**config.mk**
```make
export PLATFORM = sky130hd
export DESIGN_NAME = request_unit_fsm_flat
export DESIGN_NICKNAME = d
export VERILOG_FILES = /design/src/rtl/request_unit_fsm_if.sv /design/src/rtl/request_unit_fsm.sv /design/src/flat_wrapper.sv
export SDC_FILE = /design/constraint.sdc
export NUM_CORES = 1
export LEC_CHECK = 0
export ABC_AREA = 1
export BUFFER_PORTS_ARGS = -buffer_cell sky130_fd_sc_hd__buf_2
export CORE_MARGIN = 2
export CORE_UTILIZATION = 35
export CTS_BUF_LIST = sky130_fd_sc_hd__clkbuf_8
export DETAILED_ROUTE_END_ITERATION = 8
export MAX_ROUTING_LAYER = met4
export PLACE_DENSITY = 0.53
export SYNTH_ARGS = -nofsm -noshare
export SYNTH_HDL_FRONTEND = slang
export SYNTH_SLANG_ARGS = --single-unit
```
**constraint.sdc**
```tcl
create_clock -name CLK -period 1.96 [get_ports CLK]
set_input_delay 0.294 -clock CLK [delete_from_list [all_inputs] [get_ports CLK]]
set_output_delay 0.294 -clock CLK [all_outputs]
set_load 0.1 [all_outputs]
```
**src/rtl/request_unit_fsm_if.sv**
```systemverilog
// Memory-request handshake between the request sequencer and the datapath/cache side.
// The sequencer is the master; the datapath/cache side is the slave.
interface request_unit_fsm_if;
    logic ihit;
    logic dhit;
    logic dRENi;
    logic dWENi;
    logic halt_i;
    logic imemREN;
    logic dmemREN;
    logic dmemWEN;
    logic pcEN;
    logic halt;

    modport master (
        input  ihit, dhit, dRENi, dWENi, halt_i,
        output imemREN, dmemREN, dmemWEN, pcEN, halt
    );

    modport slave (
        output ihit, dhit, dRENi, dWENi, halt_i,
        input  imemREN, dmemREN, dmemWEN, pcEN, halt
    );
endinterface

```
**src/rtl/request_unit_fsm.sv**
```systemverilog
// Memory-request sequencer: one outstanding request at a time, sticky halt,
// and saturating retired-instruction / stall-cycle counters.
module request_unit_fsm #(
    parameter int CNTW = 32
) (
    input  logic                CLK,
    input  logic                nRST,
    request_unit_fsm_if.master  ruif,
    output logic [CNTW-1:0]     instr_cnt,
    output logic [CNTW-1:0]     stall_cnt
);

    typedef enum logic [1:0] {
        FETCH  = 2'd0,
        DATA   = 2'd1,
        HALTED = 2'd2
    } state_t;

    state_t state, state_n;
    logic   imem_n, dren_n, dwen_n, halt_n;
    logic   retire, stall;

    always_ff @(posedge CLK or negedge nRST) begin
        if (!nRST) begin
            state        <= FETCH;
            ruif.imemREN <= 1'b1;
            ruif.dmemREN <= 1'b0;
            ruif.dmemWEN <= 1'b0;
            ruif.halt    <= 1'b0;
        end else begin
            state        <= state_n;
            ruif.imemREN <= imem_n;
            ruif.dmemREN <= dren_n;
            ruif.dmemWEN <= dwen_n;
            ruif.halt    <= halt_n;
        end
    end

    always_comb begin
        state_n = state;
        imem_n  = ruif.imemREN;
        dren_n  = ruif.dmemREN;
        dwen_n  = ruif.dmemWEN;
        halt_n  = ruif.halt;
        retire  = 1'b0;
        stall   = 1'b0;
        case (state)
            FETCH: begin
                if (ruif.ihit) begin
                    if (ruif.halt_i) begin
                        state_n = HALTED;
                        halt_n  = 1'b1;
                        imem_n  = 1'b0;
                    end else if (ruif.dRENi || ruif.dWENi) begin
                        // Store wins when the decoder flags both.
                        state_n = DATA;
                        imem_n  = 1'b0;
                        dren_n  = ruif.dRENi & ~ruif.dWENi;
                        dwen_n  = ruif.dWENi;
                    end else begin
                        retire = 1'b1;
                    end
                end else begin
                    stall = 1'b1;
                end
            end
            DATA: begin
                if (ruif.dhit) begin
                    retire  = 1'b1;
                    state_n = FETCH;
                    imem_n  = 1'b1;
                    dren_n  = 1'b0;
                    dwen_n  = 1'b0;
                end else begin
                    stall = 1'b1;
                end
            end
            HALTED: begin
                imem_n = 1'b0;
                dren_n = 1'b0;
                dwen_n = 1'b0;
                halt_n = 1'b1;
            end
            default: begin
                state_n = FETCH;
                imem_n  = 1'b1;
                dren_n  = 1'b0;
                dwen_n  = 1'b0;
                halt_n  = 1'b0;
            end
        endcase
    end

    assign ruif.pcEN = retire & nRST;

    always_ff @(posedge CLK or negedge nRST) begin
        if (!nRST) begin
            instr_cnt <= '0;
            stall_cnt <= '0;
        end else begin
            if (retire && !(&instr_cnt))
                instr_cnt <= instr_cnt + CNTW'(1);
            if (stall && !(&stall_cnt))
                stall_cnt <= stall_cnt + CNTW'(1);
        end
    end

endmodule

```
**src/flat_wrapper.sv**
```systemverilog
// flat-port wrapper written by rule: the top's interface ports become plain ports
module request_unit_fsm_flat 
#(
    parameter int CNTW = 32
)
  (CLK, nRST, instr_cnt, stall_cnt, ruif_ihit, ruif_dhit, ruif_dRENi, ruif_dWENi, ruif_halt_i, ruif_imemREN, ruif_dmemREN, ruif_dmemWEN, ruif_pcEN, ruif_halt);
  request_unit_fsm_if ruif_i ();
  input  logic CLK;
  input  logic nRST;
  output logic [CNTW-1:0] instr_cnt;
  output logic [CNTW-1:0] stall_cnt;
  input wire logic [$bits(ruif_i.ihit)-1:0] ruif_ihit;
  input wire logic [$bits(ruif_i.dhit)-1:0] ruif_dhit;
  input wire logic [$bits(ruif_i.dRENi)-1:0] ruif_dRENi;
  input wire logic [$bits(ruif_i.dWENi)-1:0] ruif_dWENi;
  input wire logic [$bits(ruif_i.halt_i)-1:0] ruif_halt_i;
  output wire logic [$bits(ruif_i.imemREN)-1:0] ruif_imemREN;
  output wire logic [$bits(ruif_i.dmemREN)-1:0] ruif_dmemREN;
  output wire logic [$bits(ruif_i.dmemWEN)-1:0] ruif_dmemWEN;
  output wire logic [$bits(ruif_i.pcEN)-1:0] ruif_pcEN;
  output wire logic [$bits(ruif_i.halt)-1:0] ruif_halt;
  assign ruif_i.ihit = ruif_ihit;
  assign ruif_i.dhit = ruif_dhit;
  assign ruif_i.dRENi = ruif_dRENi;
  assign ruif_i.dWENi = ruif_dWENi;
  assign ruif_i.halt_i = ruif_halt_i;
  assign ruif_imemREN = ruif_i.imemREN;
  assign ruif_dmemREN = ruif_i.dmemREN;
  assign ruif_dmemWEN = ruif_i.dmemWEN;
  assign ruif_pcEN = ruif_i.pcEN;
  assign ruif_halt = ruif_i.halt;
  request_unit_fsm #(.CNTW(CNTW)) u_core (.CLK(CLK), .nRST(nRST), .ruif(ruif_i), .instr_cnt(instr_cnt), .stall_cnt(stall_cnt));
endmodule
```
==> run_results.csv, run 1 <==
group,metric,value,unit
worst_setup_path,critPathLaunchType,"flip-flop",
floorplanning,core_area,13100,um^2
drt,route.vias.total,4572,
logic_synthesis,ys_ff_latch,70,
logic_synthesis,synth.yosys.seq_area_share,0.375,
drt,ant_nets,0,
clocking,clkSinkCount,70,
global_routing,grt_pass1_vias,4261,
logic_synthesis,ys_top_cells_by_area,"sky130_fd_sc_hd__dfrtp_1 (37%), sky130_fd_sc_hd__nand2_1 (30%), sky130_fd_sc_hd__nor2_1 (7.8%)",
worst_setup_path,criticalPathCategory,"reg -> out",
timing,rsz0062_at_grt,"true",
worst_setup_path,critical_path.most_common_cell,"sky130_fd_sc_hd__nor2_4",
worst_setup_path,timing.critical_path.slowest_cell_delay,0.45,ns
timing,timing.final.crit_share,0.985,
timing,max_clock_freq,0.518,GHz
logic_synthesis,synth_common_cells,"sky130_fd_sc_hd__nand2_1 (371), sky130_fd_sc_hd__nor2_1 (97), sky130_fd_sc_hd__dfrtp_1 (69), sky130_fd_sc_hd__inv_1 (55), sky130_fd_sc_hd__nand3_1 (27)",
logic_synthesis,async_flop_share,1.00,
place,cell_count_after_placement,969,
finish,finish.net_count,817,
worst_setup_path,critPathSlowestCell,"sky130_fd_sc_hd__dfrtp_2",
timing,max_slew_headroom_at_the_worst_pin,0.419,
finish,num_antenna_cells,0,
clocking,cts.path.max_buffers,2,
clocking,clock_tree.htree_level_count,3,
drt,detail_route.wl_per_cell,13.0,um
logic_synthesis,yosys_warnings,0,
pwr,total_leakage_power,0.00273,uW
floorplanning,ios,76,
finish,final_core_util,0.427,
finish,layout-drive-gt1-share,0.248,
pwr,ir_drop,0.862,mV
drt,drt_pre_antenna_iters,5,
timing,totalNegativeSetupSlack,0,ns
floorplanning,dieWidth,120,um
clocking,cts_buffers,9,
global_routing,grt_start_max_net_pins,71,
clocking,cts_root_buf,"sky130_fd_sc_hd__clkbuf_8",
logic_synthesis,syn-cell-area,4670,um^2
logic_synthesis,post-synth-top-area-fraction,0.369,
worst_setup_path,critical_path_peak_fanout,3,
drt,drt_iter0_markers,277,
logic_synthesis,synth-main-ff-cell,"sky130_fd_sc_hd__dfrtp_1",
logic_synthesis,synth.avg_cell_area,6.48,um^2
global_routing,globalRouteOverflowTotal,0,
clocking,cts_tree,"yes",
pwr,power.density,843,nW/um^2
timing,finalHoldViolCount,0,
place,post_dp_hpwl,9.35,mm
floorplanning,dieArea,14300,um^2
logic_synthesis,synthDominantAreaCellType,"sky130_fd_sc_hd__dfrtp_1",
floorplanning,vertical_die_dimension,120,um
worst_setup_path,worst_ep_arrival_time,1.64,ns
timing,worst_slew_pin_slew,0.868,ns
finish,finalNonFillerCells,989,
drt,routed_via_density,4.62,
drt,postRouteWirelength,12.8,mm
timing,finalWorstPathRequiredPeriod,1.93,ns
floorplanning,core.rowCount,42,
run,drv_cap,0,
finish,layout-area-overhead-vs-synth,19.9,%
hold_path,worst_hold_path_type,"in -> reg",
outcome,status,"finished, final reports clean",
clocking,cts.clk_slew.worst_paths,0.07,ns
logic_synthesis,synth_cell_type_count,27,
pwr,power,4730,uW
global_routing,antenna_found_initial,0,
floorplanning,initial_utilization,0.356,
finish,fill_cells,1420,
global_routing,grtUsageTotal,0.191,
place,port-buffer-count,75,
logic_synthesis,yosys.cell_count.top_type,"sky130_fd_sc_hd__nand2_1",
logic_synthesis,synth-edff-count,0,
drt,drc_errors,0,
logic_synthesis,synth_nets,730,
clocking,insertion_delay_to_the_later_sink_of_the_worst_skew_pair,0.37,ns
worst_setup_path,cell_by_cell_listing_of_the_critical_path,"nor3_4, nor2_4, buf_6, nor2_4, buf_12",
timing,setup_viol,0,
timing,timing_max_transition_violations_final,0,
place,gp_routability_congestion,0.908,
global_routing,grt_first_pass_wirelength,21.0,mm
worst_setup_path,critical_path.endpoint_type,"output port",
logic_synthesis,synthesis.instances,721,
worst_setup_path,critPathRequiredTime,1.67,ns
timing,fin_worst_skew,0.00995,ns
critical path: cells and delay by family (launching register included):
kind	cells	cell delay (ns)
and+or+nand+nor	3	0.51
DFF	1	0.45
buffers and inverters	2	0.32
path summary, 6_finish.rpt:
| kind | from | endpoint | slack, ns | cells past startpoint |
|---|---|---|---|---|
| hold reg to reg | u_core.ruif.halt$_DFFE_PN0P_ | u_core.ruif.halt$_DFFE_PN0P_ | 0.48 | 2 |
| max in group asynchronous | nRST | u_core.ruif.imemREN$_DFFE_PN1P_ | 1.11 | 3 |
| hold / removal | ruif_dRENi | u_core.ruif.dmemREN$_DFFE_PN0P_ | 0.21 | 3 |
| setup reg to reg | u_core.instr_cnt[12]$_DFFE_PN0P_ | u_core.instr_cnt[18]$_DFFE_PN0P_ | 0.16 | 8 |
| min in group asynchronous | nRST | u_core.instr_cnt[9]$_DFFE_PN0P_ | 0.51 | 3 |
| setup / recovery | u_core.state[1]$_DFFE_PN0P_ | ruif_pcEN | 0.03 | 5 |
layout by cell type (no fill, tap or decap), drive strengths merged, types with 11 or more instances in the layout:
master  count
buf        85
clkbuf     13
dfrtp      69
inv        61
nand2     379
nand3      27
nand3b     11
nor2      114
o21ai      12
xor2       16
through the flow:
step | area [um^2] | worst slack, ns | hold WS [ns]
floorplan | 4760 | 0.00985 | -0.00159
global placement | 5350 | 0.0144 | 0.384
detailed placement | 5350 | -0.0434 | 0.379
CTS | 5560 | -0.00119 | 0.196
global route | 5610 | -0.0515 | 0.205
finish | 5610 | 0.0289 | 0.208
state kept, by name, summed over array words and instances, names as in the netlist:
name,flops
u_core.ruif.imemREN,1
u_core.ruif.halt,1
u_core.ruif.dmemREN,1
u_core.instr_cnt,32
u_core.state,2
u_core.stall_cnt,32
u_core.ruif.dmemWEN,1
where the power goes:
group / leakage, uW / internal (uW) / switching, uW / total [uW]
registers: 0.000854 / 1610 / 155 / 1760
clock network: 0.000109 / 586 / 576 / 1160
logic: 0.00176 / 364 / 1440 / 1800
kinds of logic (layout without fill, tap and decap cells):
kind of cell             after synthesis  count (layout)  synth area share
AO/OA/AOI/OAI                         16              17            0.0225
XOR/XNOR                              25              25            0.0468
adder cells (fa/ha/maj)                2               2           0.00535
buffers and inverters                 69             160            0.0683
flip-flops                            70              70             0.375
AND/OR/NAND/NOR                      539             539             0.482
what timing repair did:
item                       in CTS  in global routing
hold buffers                    1                  0
gates cloned                    0                  1
gates resized for setup         5                  7
setup buffers                   1                  1
hold endpoints to repair       69                  0
setup endpoints to repair      33                 33
pin swaps                       4                  5
area by class of cell:
cell class              instances  area [um^2]  area share
clock buffers                  13          179      0.0319
multi-input cells             583         2650       0.472
flip-flops and latches         70         1840       0.328
inverters                      58          218      0.0388
well taps                     176          220      0.0393
repair buffers                 86          494      0.0881
clock inverters                 3         11.3     0.00201
layer usage:
metal | global-route usage | up-vias | wire length, um
li1 | - | 2366 | -
met1 | 0.257 | 2093 | 6270
met2 | 0.294 | 101 | 5820
met3 | 0.0347 | 12 | 550
met4 | 0.0618 | 0 | 177
met5 | - | - | 0
Power figures use the tool's default switching activity.
==> run 2: changes to the inputs <==
--- a/config.mk
+++ b/config.mk
@@ -7,12 +7,14 @@
 export LEC_CHECK = 0
 export ABC_AREA = 1
 export BUFFER_PORTS_ARGS = -buffer_cell sky130_fd_sc_hd__buf_2
+export CELL_PAD_IN_SITES_DETAIL_PLACEMENT = 1
+export CELL_PAD_IN_SITES_GLOBAL_PLACEMENT = 1
 export CORE_MARGIN = 2
 export CORE_UTILIZATION = 35
 export CTS_BUF_LIST = sky130_fd_sc_hd__clkbuf_8
 export DETAILED_ROUTE_END_ITERATION = 8
 export MAX_ROUTING_LAYER = met4
-export PLACE_DENSITY = 0.53
+export PLACE_DENSITY = 0.71
 export SYNTH_ARGS = -nofsm -noshare
 export SYNTH_HDL_FRONTEND = slang
 export SYNTH_SLANG_ARGS = --single-unit
==> run_results.csv, run 2 (synthesis gave the netlist of run 1 again) <==
group,metric,value,unit
outcome,status,"finished, final reports clean",
timing,timing_max_transition_violations_final,0,
timing,setup_viol,0,
hold_path,whs_endpoint,"u_core.ruif.dmemREN$_DFFE_PN0P_",
worst_setup_path,reg2reg_to,"u_core.instr_cnt[22]$_DFFE_PN0P_",
place,post_dp_hpwl,10.9,mm
floorplanning,initial_utilization,0.356,
floorplanning,dieWidth,120,um
finish,most_common_cell_after_layout_fill_and_taps_aside,"sky130_fd_sc_hd__nand2_1",
timing,max_clock_freq,0.530,GHz
pwr,power.density,924,nW/um^2
hold_path,hold-path-cell-count,3,
drt,detail_route.wl_per_cell,15.0,um
drt,routed_via_density,4.82,
timing,timing.final.crit_share,0.962,
timing,finalHoldViolCount,0,
worst_setup_path,criticalPathCategory,"reg -> out",
drt,postRouteWirelength,14.8,mm
finish,seqCellArea,1840,um^2
worst_setup_path,critPathRequiredTime,1.67,ns
clocking,cts.path.max_buffers,2,
clocking,cts.clk_slew.worst_paths,0.08,ns
timing,postLayoutSetupSlackWorst,0.0744,ns
drt,ant_nets,0,
floorplanning,core_area,13100,um^2
global_routing,grt_first_pass_wirelength,23.9,mm
timing,rsz0062_at_grt,"false",
clocking,cts_root_buf,"sky130_fd_sc_hd__clkbuf_8",
finish,fill_cells,1780,
worst_setup_path,worst_ep_arrival_time,1.59,ns
worst_setup_path,start_of_the_worst_register_to_register_path,"u_core.instr_cnt[0]$_DFFE_PN0P_",
pwr,total_leakage_power,0.00276,uW
timing,totalNegativeSetupSlack,0,ns
place,place_ws,0.103,ns
floorplanning,core.rowCount,42,
finish,finish.net_count,819,
finish,area_used_by_multi_input_combinational_logic,2630,um^2
finish,layout_top_registers,"u_core.instr_cnt (32), u_core.stall_cnt (32), u_core.state (2)",
clocking,clkSinkCount,70,
worst_setup_path,critical_path.endpoint_type,"output port",
place,gp_routability_congestion,0.888,
timing,worst_slew_pin_slew,0.596,ns
pwr,power,5250,uW
worst_setup_path,r2r_setup_slack,0.17,ns
floorplanning,ios,76,
timing,max_slew_headroom_at_the_worst_pin,0.601,
drt,drt_pre_antenna_iters,4,
finish,layout-area-overhead-vs-synth,21.6,%
clocking,cts_tree,"yes",
floorplanning,dieArea,14300,um^2
hold_path,worst_hold_path_type,"in -> reg",
clocking,insertion_delay_to_the_later_sink_of_the_worst_skew_pair,0.37,ns
worst_setup_path,critPathLaunchType,"flip-flop",
worst_setup_path,ff2ff_path_depth,10,
hold_path,hold_path_startpoint,"ruif_dRENi",
worst_setup_path,critical_path_peak_fanout,5,
timing,finalWorstPathRequiredPeriod,1.89,ns
drt,drt_iter0_markers,174,
global_routing,globalRouteOverflowTotal,0,
floorplanning,vertical_die_dimension,120,um
drt,route.vias.total,4777,
global_routing,grt_pass1_vias,4881,
timing,fin_worst_skew,0.0129,ns
pwr,ir_drop,0.704,mV
clocking,clock_tree.htree_level_count,3,
finish,num_antenna_cells,0,
run,drv_cap,0,
drt,drc_errors,0,
finish,most-common-layout-cells,"sky130_fd_sc_hd__nand2_1 (371), sky130_fd_sc_hd__nor2_1 (95), sky130_fd_sc_hd__buf_2 (73)",
global_routing,antenna_found_initial,0,
clocking,cts_buffers,9,
finish,layout-drive-gt1-share,0.249,
global_routing,grt_start_max_net_pins,71,
global_routing,grtUsageTotal,0.215,
place,port-buffer-count,75,
## run 2: worst max path at each step
| stage | depth (start not counted) | slack (ns) | to | from |
|---|---|---|---|---|
| detailed placement | 9 | 0.10 | u_core.instr_cnt[15]$_DFFE_PN0P_ | u_core.instr_cnt[0]$_DFFE_PN0P_ |
| floorplan | 10 | 0.01 | u_core.stall_cnt[12]$_DFFE_PN0P_ | u_core.stall_cnt[31]$_DFFE_PN0P_ |
| finish | 6 | 0.07 | ruif_pcEN | u_core.state[1]$_DFFE_PN0P_ |
| global route | 6 | 0.002 | ruif_pcEN | u_core.state[1]$_DFFE_PN0P_ |
| global placement | 9 | 0.19 | u_core.instr_cnt[1]$_DFFE_PN0P_ | u_core.instr_cnt[0]$_DFFE_PN0P_ |
| CTS | 6 | 0.002 | ruif_pcEN | u_core.state[0]$_DFFE_PN0P_ |
## run 2: layout make-up
cell class	instances	share of cell area
clock buffers	10	0.0242
clock inverters	6	0.0233
inverters	58	0.0383
multi-input cells	583	0.462
flip-flops and latches	70	0.323
well taps	176	0.0387
repair buffers	88	0.0896
## run 2: power by group
group	leakage, uW	switching (uW)	internal, uW	total (uW)
Combinational	0.00177	1480	377	1850
Clock	0.000132	630	1010	1640
Sequential	0.000854	156	1600	1760
Total	0.00276	2260	2990	5250
## run 2: routing by layer
| metal | vias to the layer above | share of wire | GRT usage |
|---|---|---|---|
| li1 | 2376 | - | - |
| met4 | 0 | 0.014 | 0.0632 |
| met2 | 70 | 0.50 | 0.373 |
| met3 | 15 | 0.025 | 0.0271 |
| met5 | - | 0 | - |
| met1 | 2316 | 0.46 | 0.264 |
## run 2: timing repair
item	in CTS	in global routing
hold endpoints to repair	48	0
gates resized for setup	2	4
gates cloned	0	1
hold buffers	1	0
endpoints found under the setup margin	1	34
pin swaps	1	3
buffers inserted	2	2
## run 2: through the flow
stage                     hold slack, ns  std cells  cell area [um^2]  utilization
after CTS                          0.208        988              5650        0.430
after global placement             0.377        969              5350        0.407
after detailed placement           0.383        969              5350        0.407
after global routing               0.220        991              5680        0.433
final                              0.217        991              5680        0.433
after floorplan                 -0.00159        721              4760            -
## run 2: critical path, stage by stage, from the launching register on
cell and delay (ns):
sky130_fd_sc_hd__dfrtp_2 0.45, sky130_fd_sc_hd__nor2_4 0.17, sky130_fd_sc_hd__inv_2 0.08, sky130_fd_sc_hd__nor2_4 0.13, sky130_fd_sc_hd__nor2_2 0.09, sky130_fd_sc_hd__nor2_4 0.12, sky130_fd_sc_hd__buf_12 0.18
